`src/rtl/dec_pkg.sv`:
```
// Shared decode definitions: RV32I opcodes, micro-op layout, immediate formats
// and the occupancy states of the decode-stage buffer.
`timescale 1ns/1ps
package dec_pkg;

   localparam logic [6:0] OPC_LOAD     = 7'h03;
   localparam logic [6:0] OPC_MISC_MEM = 7'h0F;
   localparam logic [6:0] OPC_OP_IMM   = 7'h13;
   localparam logic [6:0] OPC_AUIPC    = 7'h17;
   localparam logic [6:0] OPC_STORE    = 7'h23;
   localparam logic [6:0] OPC_OP       = 7'h33;
   localparam logic [6:0] OPC_LUI      = 7'h37;
   localparam logic [6:0] OPC_BRANCH   = 7'h63;
   localparam logic [6:0] OPC_JALR     = 7'h67;
   localparam logic [6:0] OPC_JAL      = 7'h6F;
   localparam logic [6:0] OPC_SYSTEM   = 7'h73;

   localparam logic [2:0] F3_ADD = 3'b000;
   localparam logic [2:0] F3_SLL = 3'b001;
   localparam logic [2:0] F3_SRL = 3'b101;

   localparam logic [6:0] F7_BASE = 7'h00;
   localparam logic [6:0] F7_ALT  = 7'h20;

   localparam int UOP_W = 68;

   // First member is the MSB of the packed word.
   typedef struct packed {
      logic        illegal;
      logic [6:0]  opcode;
      logic [4:0]  rd;
      logic [4:0]  rs1;
      logic [4:0]  rs2;
      logic [2:0]  funct3;
      logic [6:0]  funct7;
      logic [31:0] imm;
      logic        rd_we;
      logic        rs1_used;
      logic        rs2_used;
   } uop_t;

   typedef enum logic [2:0] {
      IMM_I,
      IMM_S,
      IMM_B,
      IMM_U,
      IMM_J,
      IMM_NONE
   } imm_fmt_t;

   // Buffer occupancy: nothing held, main register only, main plus skid.
   typedef enum logic [1:0] {
      OCC_EMPTY,
      OCC_MAIN,
      OCC_BOTH
   } occ_t;

   // Build the sign-extended immediate for a given instruction format.
   function automatic logic [31:0] gen_imm(input logic [31:0] inst, input imm_fmt_t fmt);
      logic [31:0] imm;
      imm = '0;
      case (fmt)
         IMM_I:   imm = {{20{inst[31]}}, inst[31:20]};
         IMM_S:   imm = {{20{inst[31]}}, inst[31:25], inst[11:7]};
         IMM_B:   imm = {{19{inst[31]}}, inst[31], inst[7], inst[30:25], inst[11:8], 1'b0};
         IMM_U:   imm = {inst[31:12], 12'b0};
         IMM_J:   imm = {{11{inst[31]}}, inst[31], inst[19:12], inst[20], inst[30:21], 1'b0};
         default: imm = '0;
      endcase
      return imm;
   endfunction

endpackage

```
`src/rtl/decode_stage_multi_if.sv`:
```
// Fetch-side and consumer-side bundle signals of the decode stage.
// Handshake: a bundle moves across a boundary on a rising clk edge where its
// valid and ready are both high; a producer holding valid=1 keeps its payload
// stable until that edge, and valid never waits on ready.
`timescale 1ns/1ps
interface decode_stage_multi_if
   import dec_pkg::*;
#(
   parameter int NUM_LANES = 2,
   parameter int PC_W      = 32
);

   logic                         in_valid;
   logic                         in_ready;
   logic [NUM_LANES*32-1:0]      in_inst;
   logic [NUM_LANES-1:0]         in_lane_valid;
   logic [PC_W-1:0]              in_pc;

   logic                         out_valid;
   logic                         out_ready;
   logic [NUM_LANES*UOP_W-1:0]   out_uop;
   logic [NUM_LANES-1:0]         out_lane_valid;
   logic [PC_W-1:0]              out_pc;

   // Buffer occupancy, exported for observation.
   occ_t                         state;

   modport master (
      output in_valid, in_inst, in_lane_valid, in_pc, out_ready,
      input  in_ready, out_valid, out_uop, out_lane_valid, out_pc, state
   );

   modport slave (
      input  in_valid, in_inst, in_lane_valid, in_pc, out_ready,
      output in_ready, out_valid, out_uop, out_lane_valid, out_pc, state
   );

endinterface

```
`src/rtl/decode_lane.sv`:
```
// Combinational RV32I decoder for a single instruction slot.
`timescale 1ns/1ps
module decode_lane
   import dec_pkg::*;
(
   input  logic [31:0] inst,
   input  logic        lane_valid,
   output uop_t        uop
);

   logic [6:0] opc;
   logic [2:0] f3;
   logic [6:0] f7;

   assign opc = inst[6:0];
   assign f3  = inst[14:12];
   assign f7  = inst[31:25];

   logic     known_opc;
   logic     bad_fn;
   logic     keep_rd;
   logic     keep_rs1;
   logic     keep_rs2;
   logic     keep_f3;
   logic     keep_f7;
   logic     use_rd;
   logic     use_rs1;
   logic     use_rs2;
   imm_fmt_t fmt;

   // Classify the opcode: which fields are meaningful, which registers are used,
   // which immediate format applies, and whether funct bits are legal.
   // Unknown opcodes keep their raw register/funct fields but use nothing.
   always_comb begin
      known_opc = 1'b1;
      bad_fn    = 1'b0;
      keep_rd   = 1'b0;
      keep_rs1  = 1'b0;
      keep_rs2  = 1'b0;
      keep_f3   = 1'b0;
      keep_f7   = 1'b0;
      use_rd    = 1'b0;
      use_rs1   = 1'b0;
      use_rs2   = 1'b0;
      fmt       = IMM_NONE;
      case (opc)
         OPC_OP: begin
            keep_rd  = 1'b1;
            keep_rs1 = 1'b1;
            keep_rs2 = 1'b1;
            keep_f3  = 1'b1;
            keep_f7  = 1'b1;
            use_rd   = 1'b1;
            use_rs1  = 1'b1;
            use_rs2  = 1'b1;
            bad_fn   = !((f7 == F7_BASE) || (f7 == F7_ALT)) ||
                       ((f7 == F7_ALT) && !((f3 == F3_ADD) || (f3 == F3_SRL)));
         end
         OPC_OP_IMM: begin
            keep_rd  = 1'b1;
            keep_rs1 = 1'b1;
            keep_f3  = 1'b1;
            use_rd   = 1'b1;
            use_rs1  = 1'b1;
            fmt      = IMM_I;
            // Shifts carry the shamt in imm[4:0]; the upper field selects SRLI/SRAI.
            if (f3 == F3_SLL) begin
               keep_f7 = 1'b1;
               bad_fn  = (f7 != F7_BASE);
            end else if (f3 == F3_SRL) begin
               keep_f7 = 1'b1;
               bad_fn  = !((f7 == F7_BASE) || (f7 == F7_ALT));
            end
         end
         OPC_LOAD, OPC_JALR: begin
            keep_rd  = 1'b1;
            keep_rs1 = 1'b1;
            keep_f3  = 1'b1;
            use_rd   = 1'b1;
            use_rs1  = 1'b1;
            fmt      = IMM_I;
         end
         OPC_STORE: begin
            keep_rs1 = 1'b1;
            keep_rs2 = 1'b1;
            keep_f3  = 1'b1;
            use_rs1  = 1'b1;
            use_rs2  = 1'b1;
            fmt      = IMM_S;
         end
         OPC_BRANCH: begin
            keep_rs1 = 1'b1;
            keep_rs2 = 1'b1;
            keep_f3  = 1'b1;
            use_rs1  = 1'b1;
            use_rs2  = 1'b1;
            fmt      = IMM_B;
         end
         OPC_LUI, OPC_AUIPC: begin
            keep_rd = 1'b1;
            use_rd  = 1'b1;
            fmt     = IMM_U;
         end
         OPC_JAL: begin
            keep_rd = 1'b1;
            use_rd  = 1'b1;
            fmt     = IMM_J;
         end
         OPC_MISC_MEM: begin
            keep_f3 = 1'b1;
         end
         OPC_SYSTEM: begin
            // CSR ops: imm carries the CSR address; register source only for
            // the non-immediate CSR variants.
            keep_rd  = 1'b1;
            keep_rs1 = 1'b1;
            keep_f3  = 1'b1;
            use_rd   = 1'b1;
            use_rs1  = !f3[2] && (f3[1:0] != 2'b00);
            fmt      = IMM_I;
         end
         default: begin
            known_opc = 1'b0;
            keep_rd   = 1'b1;
            keep_rs1  = 1'b1;
            keep_rs2  = 1'b1;
            keep_f3   = 1'b1;
            keep_f7   = 1'b1;
         end
      endcase
   end

   // Assemble the micro-op; a masked-off slot is all zeros.
   always_comb begin
      uop = '0;
      if (lane_valid) begin
         uop.illegal  = !known_opc || (inst[1:0] != 2'b11) || bad_fn;
         uop.opcode   = opc;
         uop.rd       = keep_rd  ? inst[11:7]  : 5'd0;
         uop.rs1      = keep_rs1 ? inst[19:15] : 5'd0;
         uop.rs2      = keep_rs2 ? inst[24:20] : 5'd0;
         uop.funct3   = keep_f3  ? f3          : 3'd0;
         uop.funct7   = keep_f7  ? f7          : 7'd0;
         uop.imm      = gen_imm(inst, fmt);
         uop.rd_we    = use_rd && (inst[11:7] != 5'd0);
         uop.rs1_used = use_rs1;
         uop.rs2_used = use_rs2;
      end
   end

endmodule

```
`src/rtl/decode_stage_multi.sv`:
```
// N-lane decode stage: registers raw fetch bundles in a main register backed by
// a one-entry skid buffer, and decodes the main register combinationally.
`timescale 1ns/1ps
module decode_stage_multi
   import dec_pkg::*;
#(
   parameter int NUM_LANES = 2,
   parameter int PC_W      = 32,
   parameter int SKID_EN   = 1
)(
   input  logic                  clk,
   input  logic                  reset_n,
   input  logic                  kill,
   decode_stage_multi_if.slave   bus
);

   occ_t                    state;
   logic [NUM_LANES*32-1:0] main_inst;
   logic [NUM_LANES-1:0]    main_mask;
   logic [PC_W-1:0]         main_pc;
   logic [NUM_LANES*32-1:0] skid_inst;
   logic [NUM_LANES-1:0]    skid_mask;
   logic [PC_W-1:0]         skid_pc;

   logic in_xfer;

   // With the skid present in_ready depends only on registered state; without
   // it the stage can only accept when the main register is free or draining.
   assign bus.in_ready = (SKID_EN != 0) ? (state != OCC_BOTH)
                                        : (bus.out_ready || (state == OCC_EMPTY));

   assign in_xfer = bus.in_valid && bus.in_ready && !kill;

   // Occupancy FSM with main/skid payload registers; kill wins over everything.
   always_ff @(posedge clk or negedge reset_n) begin
      if (!reset_n) begin
         state     <= OCC_EMPTY;
         main_inst <= '0;
         main_mask <= '0;
         main_pc   <= '0;
         skid_inst <= '0;
         skid_mask <= '0;
         skid_pc   <= '0;
      end else if (kill) begin
         state <= OCC_EMPTY;
      end else begin
         case (state)
            OCC_EMPTY: begin
               if (in_xfer) begin
                  main_inst <= bus.in_inst;
                  main_mask <= bus.in_lane_valid;
                  main_pc   <= bus.in_pc;
                  state     <= OCC_MAIN;
               end
            end
            OCC_MAIN: begin
               if (in_xfer && bus.out_ready) begin
                  // Drain and reload in the same cycle.
                  main_inst <= bus.in_inst;
                  main_mask <= bus.in_lane_valid;
                  main_pc   <= bus.in_pc;
               end else if (in_xfer) begin
                  // Consumer stalled: park the new bundle behind the main one.
                  skid_inst <= bus.in_inst;
                  skid_mask <= bus.in_lane_valid;
                  skid_pc   <= bus.in_pc;
                  state     <= OCC_BOTH;
               end else if (bus.out_ready) begin
                  state <= OCC_EMPTY;
               end
            end
            OCC_BOTH: begin
               if (bus.out_ready) begin
                  main_inst <= skid_inst;
                  main_mask <= skid_mask;
                  main_pc   <= skid_pc;
                  state     <= OCC_MAIN;
               end
            end
            default: state <= OCC_EMPTY;
         endcase
      end
   end

   assign bus.out_valid      = (state != OCC_EMPTY);
   assign bus.out_lane_valid = main_mask;
   assign bus.out_pc         = main_pc;
   assign bus.state          = state;

   // One decoder per lane on the main register contents.
   for (genvar l = 0; l < NUM_LANES; l++) begin : g_lane
      uop_t lane_uop;

      decode_lane u_lane (
         .inst       (main_inst[l*32 +: 32]),
         .lane_valid (main_mask[l]),
         .uop        (lane_uop)
      );

      assign bus.out_uop[l*UOP_W +: UOP_W] = lane_uop;
   end

endmodule

```
`src/flat_wrapper.sv`:
```
// flat-port wrapper written by rule: the top's interface ports become plain ports
module decode_stage_multi_flat import dec_pkg::*;
#(
   parameter int NUM_LANES = 2,
   parameter int PC_W      = 32,
   parameter int SKID_EN   = 1
)
  (clk, reset_n, kill, bus_in_valid, bus_in_inst, bus_in_lane_valid, bus_in_pc, bus_out_ready, bus_in_ready, bus_out_valid, bus_out_uop, bus_out_lane_valid, bus_out_pc, bus_state);
  decode_stage_multi_if #(.NUM_LANES(NUM_LANES), .PC_W(PC_W)) bus_i ();
  input  logic clk;
  input  logic reset_n;
  input  logic kill;
  input wire logic [$bits(bus_i.in_valid)-1:0] bus_in_valid;
  input wire logic [$bits(bus_i.in_inst)-1:0] bus_in_inst;
  input wire logic [$bits(bus_i.in_lane_valid)-1:0] bus_in_lane_valid;
  input wire logic [$bits(bus_i.in_pc)-1:0] bus_in_pc;
  input wire logic [$bits(bus_i.out_ready)-1:0] bus_out_ready;
  output wire logic [$bits(bus_i.in_ready)-1:0] bus_in_ready;
  output wire logic [$bits(bus_i.out_valid)-1:0] bus_out_valid;
  output wire logic [$bits(bus_i.out_uop)-1:0] bus_out_uop;
  output wire logic [$bits(bus_i.out_lane_valid)-1:0] bus_out_lane_valid;
  output wire logic [$bits(bus_i.out_pc)-1:0] bus_out_pc;
  output wire logic [$bits(bus_i.state)-1:0] bus_state;
  assign bus_i.in_valid = bus_in_valid;
  assign bus_i.in_inst = bus_in_inst;
  assign bus_i.in_lane_valid = bus_in_lane_valid;
  assign bus_i.in_pc = bus_in_pc;
  assign bus_i.out_ready = bus_out_ready;
  assign bus_in_ready = bus_i.in_ready;
  assign bus_out_valid = bus_i.out_valid;
  assign bus_out_uop = bus_i.out_uop;
  assign bus_out_lane_valid = bus_i.out_lane_valid;
  assign bus_out_pc = bus_i.out_pc;
  assign bus_state = bus_i.state;
  decode_stage_multi #(.NUM_LANES(NUM_LANES), .PC_W(PC_W), .SKID_EN(SKID_EN)) u_core (.clk(clk), .reset_n(reset_n), .kill(kill), .bus(bus_i));
endmodule
```
`config.mk`:
```
export PLATFORM = sky130hd
export DESIGN_NAME = decode_stage_multi_flat
export DESIGN_NICKNAME = d
export VERILOG_FILES = /design/src/rtl/dec_pkg.sv /design/src/rtl/decode_stage_multi_if.sv /design/src/rtl/decode_lane.sv /design/src/rtl/decode_stage_multi.sv /design/src/flat_wrapper.sv
export SDC_FILE = /design/constraint.sdc
export NUM_CORES = 1
export LEC_CHECK = 0
export ABC_AREA = 1
export CAP_MARGIN = 20
export CELL_PAD_IN_SITES_DETAIL_PLACEMENT = 0
export CELL_PAD_IN_SITES_GLOBAL_PLACEMENT = 2
export CORE_ASPECT_RATIO = 2
export CORE_MARGIN = 2
export CORE_UTILIZATION = 31
export CTS_CLUSTER_SIZE = 30
export DETAILED_ROUTE_END_ITERATION = 8
export DONT_BUFFER_PORTS = 1
export PLACE_DENSITY_LB_ADDON = 0.25
export SLEW_MARGIN = 5
export SYNTH_ARGS = -nofsm -noshare
export SYNTH_HDL_FRONTEND = slang
export SYNTH_SLANG_ARGS = --single-unit
```
`constraint.sdc`:
```
create_clock -name clk -period 1.5 [get_ports clk]
set_input_delay 0.15 -clock clk [delete_from_list [all_inputs] [get_ports clk]]
set_output_delay 0.15 -clock clk [all_outputs]
set_load 0.01 [all_outputs]
```
==> impl_metrics.ini <==
[sta]
fin_crit_sh = 1.53
skew_ps = 12.3
drv_slew = 0
final-setup-viol-count = 321
tightest_slew_ps = 464
period_minus_slack_ps = 2290
max-slew-margin-rel = 0.691
fmax_mhz = 437
rsz0062_at_grt = true
hold_viol = 198
fin_ws_ps = -788
tns_ps = -113070
whs_ps = -612

[critical_path]
max_stage_delay_ps = 440
critPathTopFamily = flip-flops
cp.arrival_ps = 2140
startpoint_type = flop
endpoint_kind = output port
critical-path-slowest-cell = dfrtp_2
path_buf_inv = 3
critPathKind = reg2out
critPathRequiredTime_ps = 1350
critPathMaxFanout = 5
path_cells = buf_6 -> nor2_4 -> nand2_8 -> a21oi_4 -> nor2_4 -> inv_4 -> nand2_8 -> buf_16 -> a21oi_4

[global_route]
grt_overflow_total = 0
grt_pass1_wl_um = 70300
grt_max_degree = 199
grt_usage = 0.234
antenna_found_initial = 1
first_global_vias = 12300

[final_layout]
utilization = 0.582
drive_above_1_share = 0.507
syn_to_final_growth_pct = 86.0
nets = 2124
fin_cells = 2489
register_area_um2 = 4970
fin_area_um2 = 21000
fillers = 3145
multi_input_area_um2 = 8400

[placed_design]
io_buffers = 0
placed_cell_area_um2 = 13200
gp_congestion = 0.856
dpl.hpwl_um = 27000
post-place-cells = 2175
pre_cts_ws_ps = -423

[flow_run]
maxCapViolCount = 0

[synth]
synth_seq_area_share = 0.438
synthCells = 1660
syn_area_um2 = 11300
synth_nets = 1763
synth.distinct_cells = 30
yosys_warnings = 0
ys_ff_latch = 198
syn_avg_cell_area_um2 = 6.81

[floorplan]
die_h_um = 274
fp.dieW_um = 139
start_util = 0.313
coreArea_um2 = 36200
io_pins = 277
dieArea_um2 = 38100
rows = 99

[power_and_ir_drop]
p_leak_nw = 10.0
total_power_mw = 25.6
peakVddDrop_uv = 900
power_density_nw_per_um2 = 1220

[routing]
drtPass1Iterations = 5
routed_wl_um = 49500
drt_first_iter_violations = 498
route.vias.total = 12600
drc = 0
viasPerCell = 5.06
wl_per_cell_um = 19.9
antenna_left = 0

[clock_tree]
htreeDepth = 4
clk_pin_slew_ps = 70
numCtsBuffers = 17
cts-root-buf = clkbuf_16
clk_latency_ps = 460
clockBufferDepth = 2
clock-sinks = 198
cts_tree = built

[hold_path]
hp-class = in2async

[run_status]
outcome = finished with violations
violations = negative hold slack, negative setup slack
## power by group
| part | internal (mW) | total [mW] | switching [mW] |
|---|---|---|---|
| combinational | 5.28 | 12.1 | 6.85 |
| clock | 2.21 | 4.59 | 2.38 |
| sequential | 7.25 | 8.88 | 1.62 |
## cells in the mapped netlist
cell type / count / share of area
clkinv_1: 2 / 0.00066
o21a_1: 4 / 0.0027
o22ai_1: 4 / 0.0022
buf_1: 1 / 0.00033
nor2_8: 1 / 0.0018
nor2_2: 7 / 0.0039
o211ai_1: 3 / 0.0020
nand4_1: 5 / 0.0028
o21ai_2: 1 / 0.00077
or2_2: 1 / 0.00055
inv_1: 196 / 0.065
buf_6: 4 / 0.0040
o21ai_0: 218 / 0.096
nor2_4: 2 / 0.0020
nand3_1: 140 / 0.062
inv_2: 4 / 0.0013
buf_4: 20 / 0.013
nor4_1: 1 / 0.00055
dfrtp_1: 198 / 0.44
nand2_1: 532 / 0.18
a21oi_1: 64 / 0.028
nand2_2: 5 / 0.0028
nand3_2: 2 / 0.0018
clkbuf_1: 33 / 0.011
buf_2: 42 / 0.019
nand4_2: 1 / 0.0011
a21oi_4: 2 / 0.0029
nor3b_1: 1 / 0.00066
nor2_1: 157 / 0.052
nor3_1: 9 / 0.0040
## final timing paths
check	start	endpoint	slack [ps]	cells after the start
worst max-delay path	u_core.main_inst[37]	bus_out_uop[84]	-790	9
worst min register to register	u_core.main_inst[50]	u_core.main_inst[50]	480	2
min in group clk	bus_in_inst[29]	u_core.main_inst[29]	40	4
max in group asynchronous	reset_n	u_core.main_inst[38]	1670	0
worst min-delay path	reset_n	u_core.main_inst[28]	-610	0
worst max register to register	u_core.bus.state[1]	u_core.bus.out_pc[1]	-250	10
## per-layer routing
| metal | wire length (um) | vias to the layer above | track usage |
|---|---|---|---|
| met5 | 0 | - | 0 |
| met4 | 1130 | 0 | 0.0595 |
| met3 | 2240 | 74 | 0.0414 |
| met2 | 26000 | 320 | 0.412 |
| met1 | 20100 | 6196 | 0.296 |
| li1 | - | 5996 | - |
## cell usage in the layout, fill, tap and decap left out, types with 22 or more instances in the layout
cell type,netlist,routed
dfrtp_1,198,188
o21ai_1,0,80
a21oi_2,0,22
nor2_4,2,74
nand2_2,5,154
dlygate4sd3_1,0,106
nor2_1,157,52
buf_16,0,33
a21oi_4,2,34
o21ai_0,218,42
buf_6,4,89
clkbuf_16,0,40
nand3_1,140,86
nor2_2,7,40
buf_12,0,49
nand2_4,0,126
o21ai_2,1,90
nand2_1,532,252
nand3_2,2,45
buf_4,20,123
inv_1,196,167
## layout make-up
cell class,instances,share of cell area
Clock inverter,14,0.00660
Antenna cell,1,0.000119
Multi-Input combinational cell,1161,0.399
Clock buffer,18,0.0204
Inverter,202,0.0389
Sequential cell,198,0.236
Timing Repair Buffer,441,0.272
Tap cell,454,0.0270
## flip-flops by register name, indices dropped and copies added (netlist names)
name,flops
u_core.bus.out_pc,32
u_core.skid_pc,32
u_core.skid_mask,2
u_core.bus.out_lane_valid,2
u_core.main_inst,64
u_core.skid_inst,64
u_core.bus.state,2
## cells by family (layout without fill, tap and decap cells)
| group | count (synthesis) | count (layout) | share of synthesized area |
|---|---|---|---|
| flip-flops | 198 | 198 | 0.438 |
| AND/OR/NAND/NOR | 864 | 865 | 0.312 |
| buffers and inverters | 302 | 675 | 0.114 |
| other | 0 | 1 | 0 |
| AO/OA/AOI/OAI | 296 | 296 | 0.135 |
## repair_timing
action                     CTS  global route
setup endpoints to repair  296           331
setup buffers               87            52
pin swaps                   87           137
hold buffers               100             6
hold endpoints to repair   387           204
resized for setup          468           743
cloned                      40            31
(Power assumes the default switching activity.)
